===== src/rtl/rsa_spi_regbank.sv =====
// rsa_spi_regbank: oversampled SPI mode-0 slave register bank with busy/done/err status and irq for a modular-arithmetic core
module rsa_spi_regbank #(
  parameter int WIDTH = 8,
  parameter int NUM_OPS = 4,
  parameter int ADDR_W = 3
) (
  input  logic                     clk,
  input  logic                     rstb,
  input  logic                     ena,
  input  logic                     spi_cs_n,
  input  logic                     spi_clk,
  input  logic                     spi_mosi,
  output logic                     spi_miso,
  output logic                     start_pulse,
  output logic                     stop_pulse,
  output logic [NUM_OPS*WIDTH-1:0] operands,
  input  logic [WIDTH-1:0]         result,
  input  logic                     eoc,
  output logic                     irq,
  output logic [WIDTH-1:0]         spare
);
  localparam int CW = $clog2(WIDTH);
  localparam int A_RES = NUM_OPS + 2;
  localparam int A_SPARE = NUM_OPS + 3;
  typedef enum logic [1:0] {IDLE, CMD, DATA, DONE} state_t;
  state_t state;
  logic [2:0] cs_s, sclk_s;
  logic [1:0] mosi_s;
  logic [CW-1:0] cnt;
  logic [WIDTH-2:0] rx;
  logic [WIDTH-1:0] tx, res_q, rd_data, wdata;
  logic [ADDR_W-1:0] addr;
  logic cmd_wr, ld, busy, done, err, irq_en, pend_start, pend_stop;
  logic rise, fall, cs_fall, wr, ctrl_wr, stat_wr, op_wr, go;
  assign rise = sclk_s[1] & ~sclk_s[2];
  assign fall = ~sclk_s[1] & sclk_s[2];
  assign cs_fall = cs_s[2] & ~cs_s[1];
  assign wdata = {rx, mosi_s[1]};
  assign wr = ena & ~cs_s[1] & (state == DATA) & rise & (cnt == CW'(WIDTH - 1)) & cmd_wr;
  assign stat_wr = wr & (addr == ADDR_W'(0));
  assign ctrl_wr = wr & (addr == ADDR_W'(1));
  assign op_wr = wr & (int'(addr) >= 2) & (int'(addr) <= NUM_OPS + 1);
  assign go = pend_start & ~pend_stop & ~busy;
  always_comb begin
    rd_data = '0;
    if (addr == ADDR_W'(0)) rd_data[3:0] = {irq_en, err, done, busy};
    if (addr == ADDR_W'(1)) rd_data[2] = irq_en;
    if (addr == ADDR_W'(A_RES)) rd_data = res_q;
    if (addr == ADDR_W'(A_SPARE)) rd_data = spare;
    for (int k = 0; k < NUM_OPS; k++)
      if (addr == ADDR_W'(k + 2)) rd_data = operands[k*WIDTH +: WIDTH];
  end
  always_ff @(posedge clk or negedge rstb)
    if (!rstb) begin
      cs_s <= '1;
      sclk_s <= '0;
      mosi_s <= '0;
    end else begin
      cs_s <= {cs_s[1:0], spi_cs_n};
      sclk_s <= {sclk_s[1:0], spi_clk};
      mosi_s <= {mosi_s[0], spi_mosi};
    end
  // Disabling drops the FSM to IDLE so a frame can only restart on a fresh cs_n fall.
  always_ff @(posedge clk or negedge rstb)
    if (!rstb) begin
      state <= IDLE;
      cnt <= '0;
      rx <= '0;
      tx <= '0;
      addr <= '0;
      cmd_wr <= 1'b0;
      ld <= 1'b0;
      spi_miso <= 1'b0;
    end else if (!ena || cs_s[1]) begin
      state <= IDLE;
      ld <= 1'b0;
      spi_miso <= 1'b0;
    end else begin
      ld <= 1'b0;
      spi_miso <= (state == DATA && !ld) ? tx[WIDTH-1] : 1'b0;
      if (ld) tx <= rd_data;
      else if (fall && state == DATA && cnt != '0) tx <= {tx[WIDTH-2:0], 1'b0};
      if (state == IDLE && cs_fall) begin
        state <= CMD;
        cnt <= '0;
      end else if (rise && state == CMD) begin
        rx <= wdata[WIDTH-2:0];
        cnt <= (cnt == CW'(7)) ? '0 : cnt + 1'b1;
        if (cnt == CW'(7)) begin
          state <= DATA;
          cmd_wr <= wdata[7];
          addr <= wdata[ADDR_W-1:0];
          ld <= 1'b1;
        end
      end else if (rise && state == DATA) begin
        rx <= wdata[WIDTH-2:0];
        cnt <= cnt + 1'b1;
        if (cnt == CW'(WIDTH - 1)) state <= DONE;
      end
    end
  always_ff @(posedge clk or negedge rstb)
    if (!rstb) begin
      operands <= '0;
      spare <= '0;
      res_q <= '0;
      {busy, done, err, irq_en, pend_start, pend_stop, start_pulse, stop_pulse, irq} <= '0;
    end else if (!ena) begin
      start_pulse <= 1'b0;
      stop_pulse <= 1'b0;
    end else begin
      pend_start <= ctrl_wr & wdata[0];
      pend_stop <= ctrl_wr & wdata[1];
      start_pulse <= go;
      stop_pulse <= pend_stop;
      busy <= ~pend_stop & (busy ? ~eoc : pend_start);
      done <= (eoc & busy) | (done & ~go & ~(stat_wr & wdata[1]));
      err <= (op_wr & busy) | (err & ~(stat_wr & wdata[2]));
      irq <= done & irq_en;
      if (eoc && busy) res_q <= result;
      if (ctrl_wr) irq_en <= wdata[2];
      if (wr && addr == ADDR_W'(A_SPARE)) spare <= wdata;
      for (int k = 0; k < NUM_OPS; k++)
        if (op_wr && !busy && addr == ADDR_W'(k + 2)) operands[k*WIDTH +: WIDTH] <= wdata;
    end
endmodule


===== config.mk =====
export PLATFORM = sky130hd
export DESIGN_NAME = rsa_spi_regbank
export DESIGN_NICKNAME = d
export VERILOG_FILES = /design/src/rtl/rsa_spi_regbank.sv
export SDC_FILE = /design/constraint.sdc
export NUM_CORES = 1
export LEC_CHECK = 0
export BUFFER_PORTS_ARGS = -buffer_cell sky130_fd_sc_hd__buf_2
export CAP_MARGIN = 20
export CORE_MARGIN = 4
export CORE_UTILIZATION = 61
export CTS_CLUSTER_SIZE = 28
export DETAILED_ROUTE_END_ITERATION = 10
export PLACE_DENSITY = 0.84
export SYNTH_ARGS = -nofsm -noshare
export SYNTH_HDL_FRONTEND = slang
export SYNTH_SLANG_ARGS = --single-unit

===== constraint.sdc =====
create_clock -name clk -period 4.6 [get_ports clk]
set_input_delay 0.69 -clock clk [delete_from_list [all_inputs] [get_ports clk]]
set_output_delay 0.69 -clock clk [all_outputs]
set_load 0.1 [all_outputs]

==> results of run 1 <==
Yosys cell counts (2+ instances only):
cell / n
o311ai_0: 2
o22ai_1: 4
o211a_1: 2
o211ai_1: 3
dfstp_2: 3
nor2b_1: 2
a22o_1: 5
mux4_2: 3
nand2b_1: 7
dfrtp_1: 88
nand2_1: 15
a21oi_1: 10
and3b_1: 2
mux2_2: 63
and2_1: 2
buf_2: 6
nor3_4: 5
o21ai_0: 8
clkbuf_1: 6
o221ai_1: 3
a21o_1: 2
mux2i_1: 12
ha_1: 3
nor2_1: 9
o21bai_1: 3
and3_1: 2
a211o_1: 2
inv_1: 8
nor4bb_1: 2
nand3_1: 3
report_power, final:
group	switching, mW	internal (mW)	total (mW)
combinational	0.0265	0.0160	0.0425
sequential	0.0202	0.813	0.833
clock	0.287	0.254	0.541
worst max-delay path, stage by stage (launching register included):
cell     delay (ns)
dfrtp_1        0.41
ha_1           0.19
ha_1           0.14
and3b_1        0.34
nand3_4        0.21
nor3_4         0.54
mux2_2         0.40
flip-flops by register name, summed over array words and instances, names as in the netlist, 2 cells and up:
name and count:
res_q 8, sclk_s 3, state 2, cs_s 3, mosi_s 2, tx 8, rx 7, operands 32
spare 8, addr 3, cnt 3
path summary, 6_finish.rpt:
path | slack, ns | startpoint | to
hold reg to reg | 0.36 | sclk_s[0] | sclk_s[1]
max in group asynchronous | 3.60 | rstb | cs_s[0]
setup / recovery | 2.26 | cnt[1] | operands[27]
setup reg to reg | 2.26 | cnt[1] | operands[27]
hold / removal | 0.33 | rstb | cnt[1]
min in group clk | 0.36 | sclk_s[0] | sclk_s[1]
per-layer routing:
metal	global-route usage, %	routed length [um]
met4	10.7	222
met2	36.8	4400
met3	4.26	493
met1	32.7	3980
met5	0	0
cell families after synthesis:
| family | after synthesis |
|---|---|
| flip-flops | 91 |
| adder cells (fa/ha/maj) | 3 |
| multiplexers | 79 |
| XOR/XNOR | 1 |
| AND/OR/NAND/NOR | 60 |
| AO/OA/AOI/OAI | 47 |
| buffers and inverters | 23 |
placed cells by master, fill, tap and decap left out, types with 4 or more instances in the layout:
cell / n
mux2i_1: 12
nand2b_1: 7
inv_1: 8
a22o_1: 5
o21ai_0: 8
buf_2: 57
a21oi_1: 10
nand2_1: 15
nor3_4: 5
mux2_2: 63
dfrtp_1: 88
o22ai_1: 4
nor2_1: 9
clkbuf_8: 9
final cells by class:
class | instances | area [um2] | share of cell area, %
sequential | 91 | 2280 | 49.4
multi-input combinational | 190 | 1690 | 36.6
timing repair buffer | 60 | 320 | 6.93
clock buffer | 9 | 124 | 2.68
tap | 77 | 96.3 | 2.08
clock inverter | 7 | 73.8 | 1.60
inverter | 9 | 33.8 | 0.731
stage by stage:
step	utilization, %	hold WS, ns
6_report	72.0	0.330
3_5_place_dp	68.6	0.338
5_1_grt	72.0	0.354
2_1_floorplan	-	0.331
3_3_place_gp	68.6	0.332
4_1_cts	71.7	0.358
==> metrics.md, run 1 <==
| Metric | Value |
|---|---|
| Leakage | 2.39 nW |
| Async S/R FF share, synth | 100% |
| # resized after CTS | 0 |
| CTS tree | done |
| Clk slew on worst S/H paths | 0.09 ns |
| Largest net degree at the start of global routing | 92 |
| Setup CP Type | reg -> reg |
| Setup_tns | 0 ns |
| GPL Wtd Cong | 0.841 |
| Worst setup SP type | flop |
| Fin crit period | 2.34 ns |
| Top Ports | 59 |
| Buffer depth of the longest clock path | 2 |
| Status | finished clean |
| DP Cell Count | 426 |
| Req. time, crit path | 4.85 ns |
| DR pass1 iterations | 5 |
| Drt drc | 0 |
| MaxCap Viol Count | 0 |
| Starting DRT DRC Count | 161 |
| Dpl ws | 2.15 ns |
| DR WL/cell | 20.5 um |
| First-pass GRT wire length | 14.9 mm |
| Area grow syn2layout | 13.3% |
| Register bit total from synthesis | 91 |
| Post-Synth Adder-Cell Area | 0.920% |
| Xor-xnor portion of the synthesized cell area | 0.215% |
| Hold_buf cts | 0 |
| Initial antenna violation count | 0 |
| Total Routing Usage GR | 23.6% |
| Max IR drop VDD | 249 uV |
| Number of global-route vias before repair | 2,843 |
| Sink Count | 91 |
| DP HPWL | 6.12 mm |
| Critical path data arrival time | 2.59 ns |
| Fill cells | 444 |
| R2R cell count | 6 |
| Max transition margin | 47.8% |
| Cell Pwr Density | 306 nW/um2 |
| Setup bufs post-CTS | 0 |
| Die Ht | 89.8 um |
| Fin area | 4620 um2 |
| Final setup vio count | 0 |
| F_max | 0.427 GHz |
| Clock root cell | clkbuf_8 |
| Num CTS Buffers | 9 |
| Unique masters post-synth | 49 |
| RSZ-0062 raised after global routing | false |
| Syn. warnings | 0 |
| Finished Layout Cells | 443 |
| Worst-skew pair later-pin latency | 0.36 ns |
| Multiplexer share of the synthesized area | 22.3% |
| Die width | 89.8 um |
| Post-Synthesis Cells | 304 |
| CORE AREA | 6420 um2 |
| Vias per cell | 6.24 |
| DP Area | 4400 um2 |
| Post-Synth Simple-Gate Area | 10.1% |
| Post-route setup slack | 2.26 ns |
| Total number of H-tree levels | 3 |
| Fin nets | 379 |
| ANT cells | 0 |
| Fin crit share | 50.9% |
| Routed Antenna Nets | 0 |
| CP Max Fanout | 8 |
| FP Rows | 29 |
| Cell taking the most area after synthesis | dfrtp_1 |
| CP endpoint kind | flop |
| GRT overflow | 0 |
| Syn_nets | 322 |
| Power Total | 1.42 mW |
| Final Slew Violations | 0 |
| Slew @ Worst Pin | 0.780 ns |
| Initial cell density of the core | 63.5% |
| Layout Skew | 0.00989 ns |
| Yosys top cell area share | 54.0% |
| Top post-synthesis cells by area | dfrtp_1 (54%), mux2_2 (17%), mux2i_1 (2.9%), nor3_4 (2.0%), dfstp_2 (1.9%) |
| Total detailed-routing wirelength | 9.10 mm |
| Prevailing post-synth register cell | dfrtp_1 |
| Seq/Total Area, Yosys | 55.9% |
| Hold Crit Class | in -> async |
| Final Hold Fails | 0 |
| Layout cells sized above 1 | 42.9% |
| Count of flip-flops with a built-in enable after synthesis | 0 |
| I/O Buffers | 58 |
| Routed vias | 2,763 |
| Syn avg cell area | 13.4 um2 |
| Die area | 8060 um2 |
| Synthesized area | 4080 um2 |
| Combinational family with the most area after synthesis | multiplexers |
| Synth Area in Compound Gates | 7.98% |
(Power assumes the default switching activity.)
==> run 2, diff against run 1 <==
--- a/config.mk
+++ b/config.mk
@@ -8,10 +8,10 @@
 export BUFFER_PORTS_ARGS = -buffer_cell sky130_fd_sc_hd__buf_2
 export CAP_MARGIN = 20
 export CORE_MARGIN = 4
-export CORE_UTILIZATION = 61
+export CORE_UTILIZATION = 51
 export CTS_CLUSTER_SIZE = 28
 export DETAILED_ROUTE_END_ITERATION = 10
-export PLACE_DENSITY = 0.84
+export PLACE_DENSITY = 0.75
 export SYNTH_ARGS = -nofsm -noshare
 export SYNTH_HDL_FRONTEND = slang
 export SYNTH_SLANG_ARGS = --single-unit
==> constraint.sdc (replaced) <==
create_clock -name clk -period 2 [get_ports clk]
set_input_delay 0.3 -clock clk [delete_from_list [all_inputs] [get_ports clk]]
set_output_delay 0.3 -clock clk [all_outputs]
set_load 0.1 [all_outputs]
==> metrics.md, run 2 (synthesized netlist as in run 1, its figures left out) <==
| Metric | Value |
|---|---|
| Status | finished clean |
| Setup_tns | 0 ns |
| Largest net degree at the start of global routing | 92 |
| Die Ht | 97.4 um |
| Final setup vio count | 0 |
| Largest Register | operands |
| Setup CP Type | reg -> reg |
| Fin nets | 404 |
| Total detailed-routing wirelength | 9.74 mm |
| I/O Buffers | 58 |
| Crit path max-delay cell type | dfrtp_1 |
| Die width | 97.4 um |
| RR Endpoint | operands[17] |
| Routed vias | 2,804 |
| R2r setup slk | 0.02 ns |
| Number of global-route vias before repair | 3,045 |
| Worst Hold Endpoint | cs_s[0] |
| CP endpoint kind | flop |
| DR WL/cell | 19.8 um |
| Worst Setup SP | cnt[0] |
| Hold_ws | 0.0335 ns |
| Starting DRT DRC Count | 155 |
| CP cell instances | ha_2 -> ha_4 -> and3b_2 -> nand3_4 -> nor3_4 -> buf_6 -> mux2_2 |
| CORE AREA | 7770 um2 |
| Leakage | 2.54 nW |
| CTS tree | done |
| Total Routing Usage GR | 21.0% |
| Buffer depth of the longest clock path | 2 |
| GRT overflow | 0 |
| Most frequent cells in the layout | dfrtp_1 (88), buf_2 (57), mux2_2 (42) |
| Area grow syn2layout | 22.0% |
| Final Slew Violations | 0 |
| Fill cells | 583 |
| DP HPWL | 6.61 mm |
| Die area | 9490 um2 |
| Clk slew on worst S/H paths | 0.09 ns |
| Sink Count | 91 |
| Hold Path Stages | 1 |
| Critical path data arrival time | 2.23 ns |
| Initial antenna violation count | 0 |
| Fin crit period | 1.98 ns |
| R2R cell count | 7 |
| Final Hold Fails | 0 |
| ANT cells | 0 |
| Num CTS Buffers | 9 |
| Req. time, crit path | 2.26 ns |
| Top Ports | 59 |
| Worst setup SP type | flop |
| DR pass1 iterations | 4 |
| Layout cells sized above 1 | 46.8% |
| Max IR drop VDD | 567 uV |
| CP peak stage delay | 0.38 ns |
| Total number of H-tree levels | 3 |
| Max reg flops | 32 |
| Drt drc | 0 |
| Commonest non-fill, non-tap cell in the layout | dfrtp_1 |
| Worst reg2reg startpoint | cnt[0] |
| Vias per cell | 5.69 |
| Routed Antenna Nets | 0 |
| Initial cell density of the core | 52.5% |
| F_max | 0.506 GHz |
| Fin crit share | 98.8% |
| CP Max Fanout | 6 |
| Worst-skew pair later-pin latency | 0.36 ns |
| DP Area | 4640 um2 |
| MaxCap Viol Count | 0 |
| Slew @ Worst Pin | 0.560 ns |
| Min-Delay Startpoint | spi_cs_n |
| Multi-input gate area | 1790 um2 |
| GPL Wtd Cong | 0.903 |
| Hold Crit Class | in -> reg |
| Layout Skew | 0.0134 ns |
| RSZ-0062 raised after global routing | true |
| Cell Pwr Density | 656 nW/um2 |
| Fin area | 4980 um2 |
| Clock root cell | clkbuf_8 |
| Max transition margin | 62.2% |
| FP Rows | 32 |
| First-pass GRT wire length | 15.8 mm |
| Reg area | 2280 um2 |
run 2: changes by cell type in the layout (fill, tap and decap cells not counted), sizes merged:
cell and change:
dlygate4sd3 +1, inv -1, clkbuf +1, buf +24
run 2: report_power, final:
| part | switching [mW] | internal [mW] | leakage [nW] |
|---|---|---|---|
| clock | 0.663 | 0.581 | 0.0966 |
| sequential | 0.0483 | 1.87 | 1.24 |
| combinational | 0.0618 | 0.0425 | 1.20 |
| total | 0.774 | 2.49 | 2.54 |
run 2: worst max-delay path by stage:
stage                         endpoint  slack (ns)  depth (start not counted)
after detailed placement  operands[11]       -0.01                          7
after global routing      operands[17]       -0.06                          7
after CTS                 operands[13]       0.007                          7
after global placement    operands[13]        0.06                          7
after floorplan           operands[28]        0.12                          7
final                     operands[17]        0.02                          7
run 2: layout make-up:
type / count / area share (%)
Timing Repair Buffer: 85 / 11.1
Clock inverter: 6 / 1.31
Tap cell: 102 / 2.56
Inverter: 9 / 0.679
Multi-Input combinational cell: 190 / 35.9
Sequential cell: 91 / 45.8
Clock buffer: 10 / 2.56
run 2: per-stage QoR:
step                      utilization, %  power (mW)  setup slack, ns  instances
final                               64.1        3.27           0.0235        493
after global routing                64.1        3.39          -0.0642        493
after CTS                           62.4        3.28          0.00664        491
after detailed placement            59.7        2.06          -0.0117        473
after global placement              59.7        2.05           0.0554        473
after floorplan                        -        1.97            0.122        304
run 2: worst max-delay path, delay by kind of cell, from the launching register on:
family | cells | cell delay [ns]
buf+inv | 1 | 0.17
simple gates | 3 | 0.65
mux | 1 | 0.33
flops | 1 | 0.38
fa+ha+maj | 2 | 0.33
run 2: per-layer routing:
metal,up-vias,wire length [um],global-route usage [%]
met5,-,0,0
met4,0,313,8.73
met3,24,473,5.24
met2,81,4640,33.4
met1,1422,4310,27.7
li1,1277,-,-
run 2: what timing repair did:
action / 4_1_cts / 5_1_grt
setup endpoints to repair: 31 / 37
gates resized for setup: 1 / 29
hold buffers: 1 / 0
gates cloned: 0 / 0
hold endpoints to repair: 76 / 0
pin swaps: 0 / 2
buffers inserted: 1 / 2
==> run 3, diff against run 2 <==
--- a/config.mk
+++ b/config.mk
@@ -9,9 +9,11 @@
 export CAP_MARGIN = 20
 export CORE_MARGIN = 4
 export CORE_UTILIZATION = 51
+export CTS_CLUSTER_DIAMETER = 150
 export CTS_CLUSTER_SIZE = 28
 export DETAILED_ROUTE_END_ITERATION = 10
 export PLACE_DENSITY = 0.75
+export RECOVER_POWER = 50
 export SYNTH_ARGS = -nofsm -noshare
 export SYNTH_HDL_FRONTEND = slang
 export SYNTH_SLANG_ARGS = --single-unit
==> metrics.md, run 3 (synthesized netlist as in run 1, its figures left out) <==
| Metric | Value |
|---|---|
| GPL Wtd Cong | 0.903 |
| RR Endpoint | operands[17] |
| Drt drc | 0 |
| Leakage | 2.53 nW |
| Status | finished clean |
| ANT cells | 0 |
| Die area | 9490 um2 |
| Largest Register | operands |
| Number of global-route vias before repair | 3,045 |
| Die Ht | 97.4 um |
| CTS tree | done |
| R2r setup slk | 0.02 ns |
| Layout cells sized above 1 | 46.5% |
| DR pass1 iterations | 4 |
| Critical path data arrival time | 2.23 ns |
| Min-Delay Startpoint | spi_cs_n |
| Reg area | 2280 um2 |
| Fin crit share | 98.8% |
| Max transition margin | 19.4% |
| FP Rows | 32 |
| DR WL/cell | 19.7 um |
| Worst reg2reg startpoint | cnt[0] |
| Starting DRT DRC Count | 156 |
| Hold Path Stages | 1 |
| Commonest non-fill, non-tap cell in the layout | dfrtp_1 |
| Sink Count | 91 |
| Routed Antenna Nets | 0 |
| Req. time, crit path | 2.26 ns |
| CP endpoint kind | flop |
| Num CTS Buffers | 9 |
| Worst-skew pair later-pin latency | 0.36 ns |
| Buffer depth of the longest clock path | 2 |
| Total Routing Usage GR | 21.0% |
| F_max | 0.506 GHz |
| Final setup vio count | 0 |
| Total number of H-tree levels | 3 |
| DP Area | 4640 um2 |
| Most frequent cells in the layout | dfrtp_1 (88), buf_2 (57), mux2_2 (42) |
| Layout Skew | 0.0134 ns |
| Worst setup SP type | flop |
| Top Ports | 59 |
| Area grow syn2layout | 21.7% |
| Slew @ Worst Pin | 1.21 ns |
| Die width | 97.4 um |
| RSZ-0062 raised after global routing | true |
| Final Slew Violations | 0 |
| Worst Hold Endpoint | cs_s[0] |
| Multi-input gate area | 1790 um2 |
| Max reg flops | 32 |
| Vias per cell | 5.69 |
| Fin area | 4960 um2 |
| I/O Buffers | 58 |
| Max IR drop VDD | 567 uV |
| CP Max Fanout | 6 |
| Clock root cell | clkbuf_8 |
| Setup_tns | 0 ns |
| Total detailed-routing wirelength | 9.74 mm |
| DP HPWL | 6.61 mm |
| Initial cell density of the core | 52.5% |
| First-pass GRT wire length | 15.8 mm |
| Setup CP Type | reg -> reg |
| CORE AREA | 7770 um2 |
| Clk slew on worst S/H paths | 0.09 ns |
| R2R cell count | 7 |
| GRT overflow | 0 |
| Cell Pwr Density | 657 nW/um2 |
| Hold Crit Class | in -> reg |
| Hold_ws | 0.0335 ns |
| MaxCap Viol Count | 0 |
| Fill cells | 583 |
| Initial antenna violation count | 0 |
| Final Hold Fails | 0 |
| Routed vias | 2,805 |
| Fin crit period | 1.98 ns |
| Fin nets | 404 |
| Largest net degree at the start of global routing | 92 |
-- run 3: worst max-delay path: stages, from the launching register on --
cell,delay (ns)
dfrtp_1,0.38
ha_2,0.21
ha_4,0.12
and3b_2,0.25
nand3_4,0.18
nor3_4,0.22
buf_6,0.17
mux2_2,0.33
-- run 3: worst max-delay path by stage --
stage | startpoint | end | slack, ns | cells past startpoint
final | cnt[0] | operands[17] | 0.02 | 7
after global routing | cnt[0] | operands[17] | -0.06 | 7
after CTS | cnt[0] | operands[13] | 0.007 | 7
after detailed placement | cnt[0] | operands[11] | -0.01 | 7
after global placement | cnt[0] | operands[13] | 0.06 | 7
after floorplan | cnt[0] | operands[28] | 0.12 | 7
-- run 3: through the flow --
step	worst slack (ns)	power [mW]	std cells	util [%]
3_3_place_gp	0.0554	2.05	473	59.7
6_report	0.0235	3.26	493	63.9
3_5_place_dp	-0.0117	2.06	473	59.7
5_1_grt	-0.0642	3.38	493	63.9
2_1_floorplan	0.122	1.97	304	-
4_1_cts	0.00664	3.28	491	62.4
-- run 3: layer usage --
layer  global-route usage, %  part of all wire [%]  vias up
met2                    33.4                    48       81
met4                    8.73                   3.2        0
met1                    27.7                    44     1423
met3                    5.24                   4.9       24
li1                        -                     -     1277
met5                       0                     0        -
-- run 3: power breakdown --
part	switching (mW)	leakage [nW]	internal [mW]
Combinational	0.0612	1.20	0.0393
Clock	0.663	0.0966	0.581
Sequential	0.0483	1.24	1.87
-- run 3: cell type report --
type                            count  share of cell area, %
Clock buffer                       10                   2.57
Clock inverter                      6                   1.31
Inverter                            9                  0.680
Multi-Input combinational cell    190                   36.0
Sequential cell                    91                   45.9
Tap cell                          102                   2.57
Timing Repair Buffer               85                   10.9
-- run 3: repair_timing --
item / 4_1_cts / 5_1_grt
cloned: 0 / 0
endpoints found under the hold margin: 76 / 0
setup endpoints to repair: 31 / 37
buffers inserted: 1 / 2
hold buffers: 1 / 0
resized for setup: 1 / 29
pin swaps: 0 / 2
